[config.mk]
export PLATFORM = sky130hd
export DESIGN_NAME = uart_cmd_frame_assembler
export DESIGN_NICKNAME = d
export VERILOG_FILES = /design/src/rtl/uart_cmd_frame_assembler.sv
export SDC_FILE = /design/constraint.sdc
export NUM_CORES = 1
export LEC_CHECK = 0
export BUFFER_PORTS_ARGS = -buffer_cell sky130_fd_sc_hd__buf_2
export CORE_MARGIN = 3
export CORE_UTILIZATION = 45
export DETAILED_ROUTE_END_ITERATION = 8
export GPL_ROUTABILITY_DRIVEN = 0
export HOLD_SLACK_MARGIN = 0.05
export PLACE_DENSITY_LB_ADDON = 0.15
export SKIP_CTS_REPAIR_TIMING = 1
export SYNTH_ARGS = -nofsm -noshare
export SYNTH_HDL_FRONTEND = slang
export SYNTH_SLANG_ARGS = --single-unit
[constraint.sdc]
create_clock -name clk_i -period 6.1 [get_ports clk_i]
set_input_delay 0.305 -clock clk_i [delete_from_list [all_inputs] [get_ports clk_i]]
set_output_delay 0.305 -clock clk_i [all_outputs]
set_load 0.005 [all_outputs]
[src/rtl/uart_cmd_frame_assembler.sv]
// Packs UART receive bytes into DATA_WIDTH-bit command words for the SRC command FIFO.
// It discards partial frames on inter-byte timeout or RX error, and drops complete frames when the FIFO is full.
module uart_cmd_frame_assembler #(
    parameter int DATA_WIDTH     = 40,
    parameter int TIMEOUT_CYCLES = 50000,
    parameter int CNT_WIDTH      = 8
) (
    input  logic                  clk_i,
    input  logic                  rst_i,
    input  logic [7:0]            rxByte_i,
    input  logic                  rxValid_i,
    input  logic                  rxError_i,
    input  logic                  fifoFull_i,
    output logic                  fifoWriteEnable_o,
    output logic [DATA_WIDTH-1:0] fifoWriteData_o,
    output logic                  frameDropped_o,
    output logic                  frameAborted_o,
    output logic [CNT_WIDTH-1:0]  dropCount_o,
    output logic                  diagValid_o
);

    localparam int NBYTES = DATA_WIDTH / 8;
    localparam int IDX_W  = (NBYTES > 1) ? $clog2(NBYTES) : 1;
    localparam int TO_W   = $clog2(TIMEOUT_CYCLES);

    typedef enum logic {
        IDLE,
        COLLECT
    } state_t;

    state_t                state_q;
    logic [IDX_W-1:0]      byteIdx_q;
    logic [TO_W-1:0]       timeoutCnt_q;
    logic [DATA_WIDTH-1:0] shiftReg_q;
    logic                  writeEnable_q;
    logic [DATA_WIDTH-1:0] writeData_q;
    logic                  dropped_q;
    logic                  aborted_q;
    logic [CNT_WIDTH-1:0]  dropCount_q;
    logic                  diagValid_q;

    logic [DATA_WIDTH-1:0] word_d;
    logic [CNT_WIDTH-1:0]  dropCount_d;
    logic                  lastByte;
    logic                  timeoutHit;

    // Slot the incoming byte into its position; byte 0 lands in the top byte of the word.
    always_comb begin
        word_d = shiftReg_q;
        for (int b = 0; b < NBYTES; b++) begin
            if (IDX_W'(b) == byteIdx_q) begin
                word_d[DATA_WIDTH-1-8*b -: 8] = rxByte_i;
            end
        end
        lastByte    = (byteIdx_q == IDX_W'(NBYTES - 1));
        timeoutHit  = (timeoutCnt_q == TO_W'(TIMEOUT_CYCLES - 1));
        dropCount_d = (dropCount_q == '1) ? dropCount_q : dropCount_q + 1'b1;
    end

    // Priority is error over valid, and valid over timeout; byte index and shift register are zero in IDLE.
    always_ff @(posedge clk_i or posedge rst_i) begin
        if (rst_i) begin
            state_q       <= IDLE;
            byteIdx_q     <= '0;
            timeoutCnt_q  <= '0;
            shiftReg_q    <= '0;
            writeEnable_q <= 1'b0;
            writeData_q   <= '0;
            dropped_q     <= 1'b0;
            aborted_q     <= 1'b0;
            dropCount_q   <= '0;
            diagValid_q   <= 1'b0;
        end else begin
            writeEnable_q <= 1'b0;
            diagValid_q   <= 1'b0;
            dropped_q     <= 1'b0;
            aborted_q     <= 1'b0;
            if (rxError_i) begin
                if (state_q == COLLECT) begin
                    aborted_q   <= 1'b1;
                    dropCount_q <= dropCount_d;
                end
                state_q      <= IDLE;
                byteIdx_q    <= '0;
                timeoutCnt_q <= '0;
                shiftReg_q   <= '0;
            end else if (rxValid_i) begin
                timeoutCnt_q <= '0;
                if (lastByte) begin
                    state_q    <= IDLE;
                    byteIdx_q  <= '0;
                    shiftReg_q <= '0;
                    if (!fifoFull_i) begin
                        writeEnable_q <= 1'b1;
                        diagValid_q   <= 1'b1;
                        writeData_q   <= word_d;
                    end else begin
                        dropped_q   <= 1'b1;
                        dropCount_q <= dropCount_d;
                    end
                end else begin
                    state_q    <= COLLECT;
                    byteIdx_q  <= byteIdx_q + 1'b1;
                    shiftReg_q <= word_d;
                end
            end else if (state_q == COLLECT) begin
                if (timeoutHit) begin
                    aborted_q    <= 1'b1;
                    dropCount_q  <= dropCount_d;
                    state_q      <= IDLE;
                    byteIdx_q    <= '0;
                    timeoutCnt_q <= '0;
                    shiftReg_q   <= '0;
                end else begin
                    timeoutCnt_q <= timeoutCnt_q + 1'b1;
                end
            end
        end
    end

    assign fifoWriteEnable_o = writeEnable_q;
    assign fifoWriteData_o   = writeData_q;
    assign frameDropped_o    = dropped_q;
    assign frameAborted_o    = aborted_q;
    assign dropCount_o       = dropCount_q;
    assign diagValid_o       = diagValid_q;

endmodule

==> impl_metrics.toml, run 1 <==
[run_status]
outcome = "finished clean"

[global_route]
grtUsageTotal_pct = 17.8
antenna_found_initial = 0
grt_max_degree = 73
grt_pass1_wl_um = 16100
grt-ovfl-total = 0
grt_pass1_vias = 3157

[final_layout]
fillers = 947
ff_latch_area_sq_um = 2580
drive_gt1_share_pct = 19.3
num_antenna_cells = 0
multi_input_area_sq_um = 1840
layout_commonest_cell = "dfrtp_1"
layout_common_cells = "dfrtp_1, nand2_1, buf_2"
final_nets = 491
final_cells = 609
syn2layout_area_growth_pct = 13.2

[synthesis]
synth-edff-count = 0
postSynthRegisterBits = 103
ys.flop_type = "dfrtp_1"
syn_nets = 441
yosys_warnings = 0
netlist_area_sq_um = 4560
avgSynthCellArea_sq_um = 10.8
synth_cells = 421
synth_seq_area_share_pct = 56.5
async_flop_share_pct = 100
ys_types = 41

[timing]
tightestPinTransition_ps = 1060
setup_viol = 0
hold-worst-slack_ps = 207
period_share_pct = 37.4
min_period_ps = 2280
hold_viol = 0
rsz0062_at_grt = "false"
relSlewSlack_pct = 29.2
setup_ws_ps = 3820
fin_worst_skew_ps = 19.0
setup_tns_ps = 0
fmax_mhz = 438
slew_viol_final = 0

[drt]
route.antenna.remaining_nets = 0
wl_per_cell_um = 15.6
drtIter0Drc = 173
avgViaCountPerCell = 5.24
vias = 3190
drt-pass1-iter-count = 4
drc = 0
finalWirelength_um = 9490

[setup_path]
cp-endpoint = "shiftReg_q[31]"
r2r-start = "timeoutCnt_q[5]"
worstPathRequired_ps = 6350
cp_top_family = "compound AO/OA/AOI/OAI gates"
crit_arrival_ps = 2540
startpoint_type = "flop"
r2r_cells = 6
cpMaxStageDelayCell = "dfrtp_1"
path_buf_inv = 1
setup.worst_path.class = "flop to flop"
cp_cell_sequence = "nor4b_4 -> nand3_1 -> o21ai_1 -> buf_4 -> o21ai_1 -> a22o_1"
crit_top_cell = "o21ai_1"
cp_slowest_stage_delay_ps = 450
crit_path_end_kind = "flop"
regToRegEndpoint = "shiftReg_q[31]"
crit_cells = 6
worstSetupStartpoint = "timeoutCnt_q[5]"
ff2ff_setup_slack_ps = 3820
worst-path-max-fanout = 13

[floorplan]
start_util_pct = 46.5
core_sq_um = 9820
rows = 36
die_y_um = 107
dieArea_sq_um = 11400
die-width_um = 107
boundaryPins = 65

[placed_design]
place_inst = 592
place_ws_ps = 3810
port_buffers = 64
place_hpwl_um = 6400

[clock_network]
cts.sinks = 103
clk_latency_ps = 370
h-tree-depth = 3
cts_tree = "built"
cts_buffers = 9
ctsLongestPathBuffers = 2
root_buffer = "clkbuf_8"
clkTransAtPathRegs_ps = 100

[power_and_ir_drop]
power.density_nw_per_um2 = 256
power_leakage_nw = 2.52
vdd_drop_max_v = 0.000122

[flow_run]
max-cap-violations = 0

[worst_hold_path]
hold_path.class = "input port to flop"
-- state kept, by name, summed over array words and instances, names as in the netlist --
register and flops:
frameAborted_o 1, diagValid_o 1, byteIdx_q 3, fifoWriteData_o 40, dropCount_o 8, frameDropped_o 1
timeoutCnt_q 16, state_q 1, shiftReg_q 32
-- metal layers --
layer | up-vias | track usage, % | part of all wire, %
met2 | 59 | 27.8 | 46
met3 | 6 | 3.67 | 3.6
met4 | 0 | 4.66 | 0.90
met1 | 1567 | 25.4 | 49
met5 | - | 0 | 0
li1 | 1558 | - | -
-- layout make-up --
| cell class | instances | area share [%] |
|---|---|---|
| clock inverters | 6 | 1.31 |
| repair buffers | 68 | 6.83 |
| inverters | 8 | 0.629 |
| well taps | 133 | 3.22 |
| flip-flops and latches | 103 | 49.9 |
| multi-input cells | 281 | 35.7 |
| clock buffers | 10 | 2.47 |
-- stage by stage --
step	cell area [sq um]	total power [W]	util [%]
floorplan	4560	0.000848	-
global placement	4960	0.000901	50.5
detailed placement	4960	0.000904	50.5
CTS	5160	0.00134	52.5
global route	5170	0.00139	52.6
finish	5170	0.00132	52.6
-- worst min path at each step --
stage,start,end,slack [ps],cells after the start
floorplan,fifoFull_i,frameDropped_o,430,1
global placement,rst_i,timeoutCnt_q[9],390,2
detailed placement,rst_i,timeoutCnt_q[11],390,2
CTS,rst_i,timeoutCnt_q[11],-10,2
global route,fifoFull_i,frameDropped_o,220,2
finish,fifoFull_i,frameDropped_o,210,2
-- synth_stat cells (2+ instances only) --
library cell  instances  share of area [%]
nor4b_4               2                1.0
a32o_1                8                1.8
a21oi_1               7               0.77
nand3_1               8               0.88
inv_1                 7               0.58
nand2b_1              4               0.55
nand4_1               5               0.69
nor2_1               22                1.8
xor2_1               10                1.9
o21ai_0              30                3.3
o22ai_1               2               0.27
a22o_1               23                4.4
buf_1                12               0.99
and4b_1               3               0.66
and2_1                3               0.41
o21ai_2               2               0.38
ha_1                  7                1.9
mux2i_1              31                6.8
nor2b_1               4               0.55
xnor2_1               8                1.5
nand2_1              71                5.8
dfrtp_1             103                 56
nor3_1                2               0.22
buf_2                 2               0.22
clkbuf_1             14                1.2
o21ai_1               8               0.88
and3_1                9                1.2
-- cell families (layout without fill, tap and decap cells) --
| group | Yosys count | in the layout | synth area share, % |
|---|---|---|---|
| flip-flops | 103 | 103 | 56.5 |
| multiplexers | 33 | 33 | 7.29 |
| XOR/XNOR | 18 | 18 | 3.45 |
| AO/OA/AOI/OAI | 85 | 85 | 12.9 |
| adder cells (fa/ha/maj) | 7 | 7 | 1.92 |
| buffers and inverters | 37 | 92 | 3.18 |
| AND/OR/NAND/NOR | 138 | 138 | 14.8 |
-- where the power goes --
group	internal [W]	switching [W]	total, W
combinational	0.0000615	0.0000833	0.000145
clock	0.000192	0.000240	0.000432
sequential	0.000713	0.0000310	0.000744
total	0.000966	0.000354	0.00132
Power figures use the tool's default switching activity.
==> run 2, diff against run 1 <==
- ABC_AREA: default -> 1
- clock period: 6.1 -> 1.8 ns (I/O delays scaled with it)
==> run 2 against run 1 <==
Compared with the run above:
- worst hold slack worse by 110 ps
- via count up 28%
- sequential power rose to 3.8 times the previous value
- maximum frequency up 39%
- critical path depth up 2
- clock skew down 5.7 ps
- utilization up 0.37 points
- combinational power rose to 5.1 times the previous value
- final area up 12%
- synthesized cell count up 51%
- flip-flop and latch count up 8
- die area up 10%
- highest routed layer unchanged
==> impl_metrics.toml, run 2 <==
[final_layout]
drive_gt1_share_pct = 14.1
multi_input_area_sq_um = 1970
final_cells = 843
fillers = 1088
layout_common_cells = "nand2_1, dfrtp_1, buf_2"
layout_commonest_cell = "nand2_1"
ff_latch_area_sq_um = 2780
num_antenna_cells = 0
fin_area_sq_um = 5770
final_nets = 720
syn2layout_area_growth_pct = 14.2

[drt]
vias = 4097
finalWirelength_um = 10800
drc = 0
avgViaCountPerCell = 4.86
route.antenna.remaining_nets = 0
drtIter0Drc = 157
wl_per_cell_um = 12.8
drt-pass1-iter-count = 4

[timing]
fmax_mhz = 608
period_share_pct = 91.3
tightestPinTransition_ps = 519
setup_tns_ps = 0
rsz0062_at_grt = "true"
setup_viol = 0
hold_viol = 0
relSlewSlack_pct = 65.3
fin_worst_skew_ps = 13.3
slew_viol_final = 0
min_period_ps = 1640

[placed_design]
place_inst = 826
place_hpwl_um = 7680
dpl-instance-area_sq_um = 5540
port_buffers = 64

[clock_network]
cts.sinks = 111
cts_tree = "built"
cts_buffers = 9
ctsLongestPathBuffers = 2
clkTransAtPathRegs_ps = 100
clk_latency_ps = 370
h-tree-depth = 3
root_buffer = "clkbuf_8"

[power_and_ir_drop]
p_clk_share_pct = 27.7
intPower_w = 0.00353
power_leakage_nw = 3.12
power.density_nw_per_um2 = 852
switchingPower_w = 0.00139
swShare_pct = 28.3
pwr-share-comb_pct = 15.1
seq_power_share_pct = 57.2
vdd_drop_max_v = 0.000582

[global_route]
grt_use_met2_pct = 28.1
grt_pass1_vias = 3854
grtUsageMet1_pct = 26.6
antenna_found_initial = 0
grt_pass1_wl_um = 18800
grt_max_degree = 52
grt-busiest-layer = "met2"
grtUsageTotal_pct = 18.3
use_met3_pct = 3.75
grt-ovfl-total = 0

[synthesis]
ys_types = 25
ys.flop_type = "dfrtp_1"
synthTopCellsByArea = "dfrtp_1, nand2_1, o21ai_0, inv_1, nor2_1"
postSynthRegisterBits = 111
netlist_area_sq_um = 5050
yosysTopAreaCell = "dfrtp_1"
syn_nets = 655
synth_cells = 635
synthTopCellsByCount = "nand2_1, dfrtp_1, o21ai_0"
synth_seq_area_share_pct = 55.0
avgSynthCellArea_sq_um = 7.96
yosysTopAreaCellShare_pct = 55.0
async_flop_share_pct = 100
synth-edff-count = 0
yosysMostFrequentCell = "nand2_1"
yosys_warnings = 0

[setup_path]
worst-path-max-fanout = 9
crit_arrival_ps = 1930
ff2ff_setup_slack_ps = 160
worstPathRequired_ps = 2090
startpoint_type = "flop"
setup.worst_path.class = "flop to flop"
crit_path_end_kind = "flop"

[floorplan]
die_y_um = 112
rows = 38
core_sq_um = 10900
start_util_pct = 46.4
dieArea_sq_um = 12500
die-width_um = 112
boundaryPins = 65

[run_status]
outcome = "finished clean"

[flow_run]
max-cap-violations = 0

[worst_hold_path]
hold_path.class = "input port to flop"
[run 2: cells by family after synthesis]
kind of cell             Yosys count  share of synthesized area (%)
AND/OR/NAND/NOR                  355                           27.9
flip-flops                       111                           55.0
buffers and inverters             78                           6.51
AO/OA/AOI/OAI                     76                           7.53
XOR/XNOR                           8                           1.39
adder cells (fa/ha/maj)            7                           1.73
[run 2: cell type report]
type	instances	share of cell area [%]
tap	140	3.03
sequential	111	48.1
clock buffer	13	2.75
clock inverter	1	0.0867
timing repair buffer	76	7.96
multi-input combinational	446	34.2
inverter	56	3.88
[run 2: critical path: stages, from the launching register on]
cell and delay [ps]:
dfrtp_1 420, inv_1 80, ha_1 220, nand2_2 120, inv_1 80, nor2_2 270
buf_4 230, nand2_1 50, o21ai_0 80
[run 2: power groups by stage]
stage	Clock [W]	Sequential, W	Combinational, W
final	0.00136	0.00281	0.000743
after global routing	0.00152	0.00285	0.000864
after CTS	0.00141	0.00281	0.000738
after detailed placement	0	0.00286	0.000736
after global placement	0	0.00285	0.000724
after floorplan	0	0.00286	0.000446
[run 2: stage by stage]
step           total power (W)  setup slack [ps]  util [%]  hold WS [ps]
2_1_floorplan          0.00330               205         -           236
3_3_place_gp           0.00358              92.5      50.9           150
3_5_place_dp           0.00359              4.67      50.9           160
4_1_cts                0.00496             -19.3      52.4          -252
5_1_grt                0.00523             -4.22      53.0          87.2
6_report               0.00492               156      53.0          99.3
[run 2: metal layers]
metal	share of wire, %	vias up
met5	0	-
met4	1.1	0
met3	5.2	10
met1	50	1910
met2	44	88
li1	-	2089
[run 2: worst paths after layout]
kind,endpoint,depth (start not counted),startpoint
setup / recovery,shiftReg_q[15],8,byteIdx_q[0]
hold / removal,state_q,4,rxValid_i
setup reg to reg,shiftReg_q[15],8,byteIdx_q[0]
hold reg to reg,fifoWriteData_o[15],2,fifoWriteData_o[15]
max in group asynchronous,fifoWriteData_o[33],4,rst_i
min in group asynchronous,shiftReg_q[13],3,rst_i
==> run 3, diff against run 2 <==
--- a/config.mk
+++ b/config.mk
@@ -9,4 +9,6 @@
 export BUFFER_PORTS_ARGS = -buffer_cell sky130_fd_sc_hd__buf_2
+export CELL_PAD_IN_SITES_DETAIL_PLACEMENT = 0
+export CELL_PAD_IN_SITES_GLOBAL_PLACEMENT = 1
 export CORE_MARGIN = 3
-export CORE_UTILIZATION = 45
+export CORE_UTILIZATION = 38
 export DETAILED_ROUTE_END_ITERATION = 8
==> constraint.sdc (replaced) <==
create_clock -name clk_i -period 1.8 [get_ports clk_i]
set_input_delay 0.27 -clock clk_i [delete_from_list [all_inputs] [get_ports clk_i]]
set_output_delay 0.27 -clock clk_i [all_outputs]
set_load 0.005 [all_outputs]
==> run 3 against run 2 <==
Compared with the run above:
- cell count is 3.9% higher
- first-iteration DRC count grew 85%
- routed wire length rose by 5.5%
- die area is 17% higher
- clock power rose by 38%
- critical path depth is 2 lower
- combinational power up 1%
==> impl_metrics.toml, run 3 (synthesized netlist as in run 2, its figures left out) <==
[run_status]
outcome = "finished clean"

[global_route]
antenna_found_initial = 0
grt_pass1_vias = 4011
grt_max_degree = 112
grtUsageTotal_pct = 16.7
grt_pass1_wl_um = 19500
grt-ovfl-total = 0

[drt]
route.antenna.remaining_nets = 0
drc = 0
drt-pass1-iter-count = 4
finalWirelength_um = 11400
wl_per_cell_um = 13.0
avgViaCountPerCell = 4.63
vias = 4056
drtIter0Drc = 291

[floorplan]
die_y_um = 121
core_sq_um = 12800
start_util_pct = 39.4
die-width_um = 121
rows = 41
dieArea_sq_um = 14700
boundaryPins = 65

[setup_path]
worstPathRequired_ps = 2080
startpoint_type = "flop"
worst-path-max-fanout = 16
crit_arrival_ps = 1950
worstSetupStartpoint = "byteIdx_q[0]"
crit_path_end_kind = "flop"
setup.worst_path.class = "flop to flop"
r2r_cells = 6
r2r-start = "byteIdx_q[0]"

[timing]
tightestPinTransition_ps = 610
fmax_mhz = 599
period_share_pct = 92.8
hold_viol = 0
relSlewSlack_pct = 59.3
rsz0062_at_grt = "false"
setup_tns_ps = 0
min_period_ps = 1670
fin_worst_skew_ps = 5.53
slew_viol_final = 0
setup_viol = 0

[flow_run]
max-cap-violations = 0

[final_layout]
drive_gt1_share_pct = 14.2
layout_commonest_cell = "nand2_1"
syn2layout_area_growth_pct = 16.4
num_antenna_cells = 0
layout_common_cells = "nand2_1, dfrtp_1, buf_2"
fin_util_pct = 45.9
final_nets = 719

[power_and_ir_drop]
vdd_drop_max_v = 0.000530
power.density_nw_per_um2 = 926
power_leakage_nw = 3.16

[placed_design]
port_buffers = 64
place_hpwl_um = 7780

[clock_network]
clk_latency_ps = 350
cts.sinks = 111
ctsLongestPathBuffers = 2
h-tree-depth = 3
cts_buffers = 9
root_buffer = "clkbuf_16"
cts_tree = "built"
clkTransAtPathRegs_ps = 70

[worst_hold_path]
hold_path.class = "input port to async pin"
## run 3: cell type report
class                      instances  area, sq um
clock buffer                      16          272
fill                            1323         6940
inverter                          56          219
multi-input combinational        446         1970
sequential                       111         2780
tap                              172          215
timing repair buffer              75          435
## run 3: metrics by stage
step                      total power (W)  instance area (sq um)  hold WS [ps]  worst slack (ps)  std cells
after floorplan                   0.00330                   5060           416               187        635
after global placement            0.00360                   5570           450               102        859
after detailed placement          0.00362                   5570           456              49.8        859
after CTS                         0.00554                   5850           122              27.7        875
after global routing              0.00578                   5880           156              1.64        876
final                             0.00545                   5880          71.3               129        876
## run 3: power breakdown
group | internal [W] | switching, W
clock network | 0.00102 | 0.000860
registers | 0.00268 | 0.000138
logic | 0.000293 | 0.000460
total | 0.00399 | 0.00146
## run 3: path summary, 6_finish.rpt
path	endpoint	slack, ps
worst max-delay path	shiftReg_q[11]	130
worst min-delay path	diagValid_o	70
worst max register to register	shiftReg_q[11]	130
worst min register to register	fifoWriteData_o[38]	470
max in group asynchronous	byteIdx_q[0]	1250
min in group clk_i	frameAborted_o	190
## run 3: worst max-delay path, cell delays in order (launching register included)
cell and delay [ps]:
dfrtp_1 380, buf_4 150, ha_1 200, ha_1 350, o21ai_0 360, nand2_1 100, o21ai_1 70
## run 3: metal layers
metal	vias to the layer above	routed length, um	global-route usage [%]
met1	1891	5600	23.3
met5	-	0	0
li1	2086	-	-
met4	0	141	6.09
met2	69	5120	25.5
met3	10	544	3.82
